### src/rtl/demux_pkg.sv
// Shared constants and helpers for the 1-to-4 buffered demultiplexer.
// Each output port owns a 2-entry FIFO, and the top level steers pushes into those FIFOs.
package demux_pkg;

    localparam int DEF_DATA_W = 32;
    localparam int NPORT      = 4;
    localparam int SEL_W      = 2;
    localparam int DEF_DEPTH  = 2;

    // Wide enough to hold an occupancy of 0..DEF_DEPTH.
    localparam int CNT_W = $clog2(DEF_DEPTH + 1);

    typedef logic [SEL_W-1:0] sel_t;
    typedef logic [CNT_W-1:0] cnt_t;

    function automatic logic [NPORT-1:0] sel_decode(input sel_t sel);
        logic [NPORT-1:0] hit;
        hit      = '0;
        hit[sel] = 1'b1;
        return hit;
    endfunction

endpackage

### src/rtl/demux_fifo2.sv
// Two-entry FIFO used as one output buffer of the demux.
// It uses 1-bit wrapping pointers and an explicit occupancy count, so that full and empty never need pointer comparison.
module demux_fifo2
    import demux_pkg::*;
#(
    parameter int DATA_W = DEF_DATA_W,
    parameter int DEPTH  = DEF_DEPTH
) (
    input  logic              clk,
    input  logic              rst,
    input  logic              push,
    input  logic              pop,
    input  logic [DATA_W-1:0] din,
    output logic [DATA_W-1:0] dout,
    output logic              full,
    output logic              empty,
    output cnt_t              count
);

    localparam cnt_t FULL_CNT = cnt_t'(DEPTH);

    logic [DATA_W-1:0] mem [2];
    logic              wr_ptr;
    logic              rd_ptr;
    logic              do_push;
    logic              do_pop;

    // Full is judged on the count at the start of the cycle, so a pop in the same cycle does not open a slot.
    assign full    = (count == FULL_CNT);
    assign empty   = (count == '0);
    assign do_push = push && !full;
    assign do_pop  = pop && !empty;
    assign dout    = mem[rd_ptr];

    // NOTE: the storage is cleared along with the control state, so each head word reads as zero after reset rather than as stale data.
    always_ff @(posedge clk or posedge rst) begin
        if (rst) begin
            mem[0] <= '0;
            mem[1] <= '0;
            wr_ptr <= 1'b0;
            rd_ptr <= 1'b0;
            count  <= '0;
        end else begin
            // NOTE: non-blocking updates let the push and pop paths both read the pre-edge pointers and count.
            if (do_push) begin
                mem[wr_ptr] <= din;
                wr_ptr      <= ~wr_ptr;
            end
            if (do_pop) begin
                rd_ptr <= ~rd_ptr;
            end
            if (do_push && !do_pop) begin
                count <= count + cnt_t'(1);
            end else if (do_pop && !do_push) begin
                count <= count - cnt_t'(1);
            end
        end
    end

    a_no_push_when_full : assert property (@(posedge clk) disable iff (rst) !(push && full));
    a_count_in_range    : assert property (@(posedge clk) disable iff (rst) count <= FULL_CNT);

endmodule

### src/rtl/demux1_4_buf.sv
// Buffered 1-to-4 demultiplexer: routes each accepted word to the 2-entry FIFO chosen by in_sel.
// Every output port drains on its own, so there is no head-of-line blocking between ports.
module demux1_4_buf
    import demux_pkg::*;
#(
    parameter int DATA_W = DEF_DATA_W,
    parameter int DEPTH  = DEF_DEPTH
) (
    input  logic              clk,
    input  logic              rst,
    input  logic              in_valid,
    output logic              in_ready,
    input  logic [DATA_W-1:0] in_data,
    input  sel_t              in_sel,
    output logic [NPORT-1:0]  out_valid,
    input  logic [NPORT-1:0]  out_ready,
    output logic [DATA_W-1:0] out_data0,
    output logic [DATA_W-1:0] out_data1,
    output logic [DATA_W-1:0] out_data2,
    output logic [DATA_W-1:0] out_data3
);

    localparam cnt_t FULL_CNT = cnt_t'(DEPTH);

    logic [NPORT-1:0]  sel_hit;
    logic [NPORT-1:0]  push;
    logic [NPORT-1:0]  pop;
    logic [NPORT-1:0]  full;
    logic [NPORT-1:0]  empty;
    cnt_t              count [NPORT];
    logic [DATA_W-1:0] head  [NPORT];

    assign sel_hit = sel_decode(in_sel);

    // Ready depends only on the registered count of the selected port, never on out_ready.
    assign in_ready  = (count[in_sel] != FULL_CNT);
    assign push      = {NPORT{in_valid}} & sel_hit & ~full;
    assign out_valid = ~empty;
    assign pop       = out_valid & out_ready;

    for (genvar i = 0; i < NPORT; i++) begin : g_port
        demux_fifo2 #(
            .DATA_W (DATA_W),
            .DEPTH  (DEPTH)
        ) u_fifo (
            .clk   (clk),
            .rst   (rst),
            .push  (push[i]),
            .pop   (pop[i]),
            .din   (in_data),
            .dout  (head[i]),
            .full  (full[i]),
            .empty (empty[i]),
            .count (count[i])
        );
    end

    assign out_data0 = head[0];
    assign out_data1 = head[1];
    assign out_data2 = head[2];
    assign out_data3 = head[3];

    a_push_onehot : assert property (@(posedge clk) disable iff (rst) $onehot0(push));

endmodule

### config.mk
export PLATFORM = sky130hd
export DESIGN_NAME = demux1_4_buf
export DESIGN_NICKNAME = d
export VERILOG_FILES = /design/src/rtl/demux_pkg.sv /design/src/rtl/demux_fifo2.sv /design/src/rtl/demux1_4_buf.sv
export SDC_FILE = /design/constraint.sdc
export NUM_CORES = 1
export LEC_CHECK = 0
export BUFFER_PORTS_ARGS = -buffer_cell sky130_fd_sc_hd__buf_2
export CAP_MARGIN = 20
export CORE_MARGIN = 2
export CORE_UTILIZATION = 30
export DETAILED_ROUTE_END_ITERATION = 10
export HOLD_SLACK_MARGIN = 0.06
export PLACE_DENSITY_LB_ADDON = 0.05
export SLEW_MARGIN = 20
export SYNTH_ARGS = -nofsm -noshare
export SYNTH_HDL_FRONTEND = slang
export SYNTH_SLANG_ARGS = --single-unit
### constraint.sdc
create_clock -name clk -period 9.1 [get_ports clk]
set_input_delay 1.82 -clock clk [delete_from_list [all_inputs] [get_ports clk]]
set_output_delay 1.82 -clock clk [all_outputs]
set_load 0.01 [all_outputs]
* Yosys cells after proc, flatten, opt, wreduce, memory -nomap -nowiden
Cells that the tools add are included.
** Storage, ports and cells
- Output and inout bits :: 133
- Input port bits :: 41
- Logic and storage cells :: 152
- Register bits :: 272
** Cells by class
- $add $sub $neg :: 8
- Equal/unequal tests :: 5
- Reductions and logical operators :: 45
- Bitwise operators :: 22
- $lt $le $gt $ge :: 15
- Muxes and demuxes :: 37
** Operator list (count)
- 32-bit 2-to-1 mux :: 16
- 64-bit bitwise mux :: 4
- 32-bit demux with 1-bit select :: 4
- 1-bit logical AND :: 21
- 2-bit 2-to-1 mux :: 10
- 2-bit greater-or-equal comparator (second input constant) :: 8
- 1-bit zero test :: 16
- 1-bit NOT with 2-bit output :: 8
- 4-bit AND :: 3
- 2-bit by 1-bit adder with 2-bit output (second input constant) :: 4
- 2-bit equality test (second input constant) :: 4
- 2-bit zero test :: 4
- 2-bit by 1-bit less-than comparator with 1-bit output (second input constant) :: 4
- 1-bit NOT :: 8
- 4-bit NOT :: 2
- 2-bit nonzero test :: 4
- 2-bit by 1-bit subtractor with 2-bit output (second input constant) :: 4
- 2-bit binary-select mux with 2-bit select :: 1
- 3-bit greater-or-equal comparator (second input constant) :: 1
- 2-bit by 3-bit less-than comparator with 1-bit output (second input constant) :: 1
- 2-bit NOT with 3-bit output :: 1
- 1-bit demux with 2-bit select :: 1
- 2-bit by 1-bit greater-or-equal comparator with 1-bit output (second input constant) :: 1
- 2-bit inequality test (second input constant) :: 1
- 1-bit 2-to-1 mux :: 1

* Depth between registers and ports, before layout
- Word-level depth :: 11
- Mapped depth :: 7
- Depth with buffers taken out :: 7

* By module
Synthesis repeated with hierarchy kept, for this count alone.
** Second synthesis, totals
- Cell total of the unflattened synthesis :: 778
- Area total of the unflattened synthesis :: 12634.6 sq um
** By module, submodules not included
- demux_fifo2 :: seq. area each 1701.6 sq um, cells an instance 190, area each 3128.0 sq um, times used 4
- demux1_4_buf :: seq. area each 0.0 sq um, cells an instance 18, area each 122.6 sq um, times used 1

* Worst setup path before layout
Ideal clock, no wire load.
- Path type :: input port to output port
- From :: in in_sel[1]
- To :: out in_ready
- Data required time :: 7280 ps
- Path slack :: 4753 ps
- Arrival time :: 2527 ps
- Cell stages on the path :: 2
- Path buffers :: 1
- Cell sequence :: buf_2 mux4_2
** On the way
- Cells in the longest elaborated chain, start to end :: 5
** RTL lines
- start, declared :: line demux1_4_buf.sv:14 : input sel_t in_sel,
- 2-bit NOT with 3-bit output (implied by the code) :: line demux1_4_buf.sv:36 : assign in_ready = (count[in_sel] != FULL_CNT);
- 2-bit binary-select mux with 2-bit select :: line demux1_4_buf.sv:36
- 2-bit 2-to-1 mux (implied by the code) (2 in a row) :: line demux1_4_buf.sv:36
- 2-bit inequality test :: line demux1_4_buf.sv:36
- end, declared :: line demux1_4_buf.sv:12 : output logic in_ready,
No other way between the ends. The select of a mux whose other input is x is not followed.

* Worst setup path in the final report
Same ends and word-level chain as after synthesis.

==> results.md <==
* Status: finished, final reports clean
* Via/cell ratio at 4.543
* Synth Cell Area at 12000 um^2
* Leak at 0.006662 uW
* Sequential area share after synthesis at 56.71%
* Max Freq at 0.2187 GHz
* Rel. slew slack at 31.36%
* Reg2Reg Setup Slack at 6.86 ns
* Starting Density at 30.28%
* Die H at 204.0 um
* Worst EP arrival at 2.75 ns
* Final period util at 50.24%
* Row Count at 73
* Setup Fix Bufs, Post-CTS at 0
* Pwr dens at 394.9 nW/um^2
* WS Path Type: in -> out
* Required time of the critical path at 7.28 ns
* Avg WL per Cell at 20.95 um
* Setup TNS at 0 ns
* Vias in the first global route at 7277
* Clk root buf: clkbuf_16
* Layout cells sized above 1 at 65.28%
* Largest net degree at the start of global routing at 156
* Via count at 6769
* HP Class: reg -> reg
* Endpoints failing setup at 0
* Grt ovf at 0
* Core Area at 39640 um^2
* CTS Hold Bufs at 0
* Final hold violation count at 0
* Initial DRC count at 136
* Max IR drop VDD at 226.9 uV
* RSZ-0062 raised after global routing: false
* First-pass GRT wire length at 48090 um
* #FFs+latches synth at 272
* Pins Over Slew Limit at 0
* Post-Place Cells at 1430
* CP startpoint kind: input pin
* Clk sinks at 272
* Netlist cell types at 25
* Worst setup startpoint: in_sel[1]
* Syn Area/Cell at 15.75 um^2
* Diodes inserted at 0
* Drt first pass iters at 4
* Setup crit end kind: output port
* Die W at 204.0 um
* Fin cells at 1490
* Worst-Skew Late Latency at 0.50 ns
* Area delta synth->final at 21.33%
* HP Start: g_port[0].u_fifo.rd_ptr
* GRT Util Overall at 15.31%
* Initial antenna violation count at 0
* Worst Tran Pin Value at 1.030 ns
* Clk buf depth at 3
* Die footprint at 41630 um^2
* Reg-to-reg endpoint: g_port[2].u_fifo.mem[3]
* CTS-repair resized insts at 0
* DRC violations left at 0
* Mapped Nets at 807
* Clk pin slew, worst setup/hold paths at 0.05 ns
* Maxcap violations at 0
* FF-to-FF Start: g_port[2].u_fifo.count[0]
* Synth Warn # at 0
* Detailed Place HPWL at 18700 um
* Port Buf Inserts at 173
* IO Pins at 174
* Clock Skew at 0.01240 ns
* H-Tree Depth at 2
* Minimum clock period at 4.572 ns
* Final wirelength at 31220 um
* Reg2Reg Depth at 4
* RD Place Congestion at 0.6601
* Final #Nets at 987
* CTS Buf Count at 35
* Total power draw at 5751 uW
* Worst Path Max Fanout at 13
* Hold path depth at 1
* Post-Syn Instances at 762
* Post-route ant nets at 0
* TritonCTS clock tree: done
* WHS Endpoint: g_port[0].u_fifo.rd_ptr
[how the worst max path moves through the flow]
| stage | endpoint | slack (ns) | depth (start not counted) |
|---|---|---|---|
| after floorplan | g_port[0].u_fifo.count[0] | 3.68 | 1 |
| after global placement | in_ready | 4.51 | 3 |
| after detailed placement | in_ready | 4.51 | 3 |
| after CTS | in_ready | 4.51 | 3 |
| after global routing | in_ready | 4.47 | 3 |
| final | in_ready | 4.53 | 3 |
[sequential cells by signal (all words and copies together), names as in the netlist]
name                  count
g_port.u_fifo.count       8
g_port.u_fifo.rd_ptr      4
g_port.u_fifo.wr_ptr      4
g_port.u_fifo.mem       256
[report_power, final]
part	total, uW	switching, uW	leakage (uW)	internal [uW]
combinational	2210	945	0.00283	1260
clock	1330	510	0.000550	821
sequential	2210	396	0.00328	1820
[through the flow]
stage,setup WS (ns),hold slack (ns),utilization (%),instance area [um^2]
after floorplan,3.685,0.4471,-,12010
after detailed placement,4.511,0.4586,33.91,13440
after CTS,4.512,0.4680,36.74,14560
final,4.528,0.4650,36.74,14560
after global placement,4.515,0.4543,33.91,13440
after global routing,4.471,0.4924,36.74,14560
[placed cells by master, fill, tap and decap left out, types with 3 or more instances in the layout]
master | Yosys | final
mux2_4 | 42 | 42
buf_2 | 21 | 173
dfrtp_1 | 272 | 268
dfrtp_2 | 0 | 4
clkinv_2 | 0 | 3
buf_4 | 0 | 13
nor2_1 | 4 | 4
nor2b_1 | 4 | 4
xor2_1 | 11 | 11
clkbuf_16 | 0 | 37
or2_2 | 4 | 4
clkbuf_1 | 17 | 9
nand2b_1 | 5 | 5
xnor2_1 | 9 | 9
mux2_1 | 8 | 8
mux2_2 | 334 | 334
clkbuf_8 | 0 | 10
nand2_1 | 6 | 6
ha_1 | 4 | 4
[routing by layer]
metal | vias up | track usage [%] | share of wire (%)
met2 | 121 | 23.93 | 46
met3 | 35 | 3.316 | 4.7
li1 | 3079 | - | -
met4 | 0 | 3.520 | 1.5
met5 | - | 0 | 0
met1 | 3534 | 21.68 | 48
[logic make-up (layout without fill, tap and decap cells)]
kind of cell	count (synthesis)	in the layout	synth area share (%)
buffers and inverters	46	249	2.033
adder cells (fa/ha/maj)	4	4	0.4170
XOR/XNOR	20	20	1.459
AND/OR/NAND/NOR	35	35	1.855
flip-flops	272	272	56.71
multiplexers	385	385	37.53
[worst max-delay path: stages]
cell    delay [ns]
buf_2         0.24
mux4_2        0.53
buf_2         0.15
[synth_stat cells, drive strengths merged]
master	number	area, um^2
nor4b	2	30.03
nor2b	4	25.02
buf	27	172.7
and4	1	8.760
nand2b	5	31.28
nor3	3	20.02
nand4	1	6.260
dfrtp	272	6807
nand2	6	22.52
ha	4	50.05
xor2	11	96.34
mux2	384	4482
clkbuf	17	63.81
and3	1	6.260
inv	2	7.510
nor2	4	15.01
or4	2	15.01
xnor2	9	78.83
nand4b	2	17.52
or2	4	25.02
mux4	1	22.52
[layout make-up]
| class | count | area, um^2 |
|---|---|---|
| Clock inverter | 4 | 22.52 |
| Sequential cell | 272 | 6812 |
| Timing Repair Buffer | 187 | 983.4 |
| Tap cell | 525 | 656.9 |
| Multi-Input combinational cell | 444 | 4980 |
| Clock buffer | 56 | 1097 |
| Inverter | 2 | 11.26 |
| Fill cell | 3929 | 25080 |
Power figures use the tool's default switching activity.
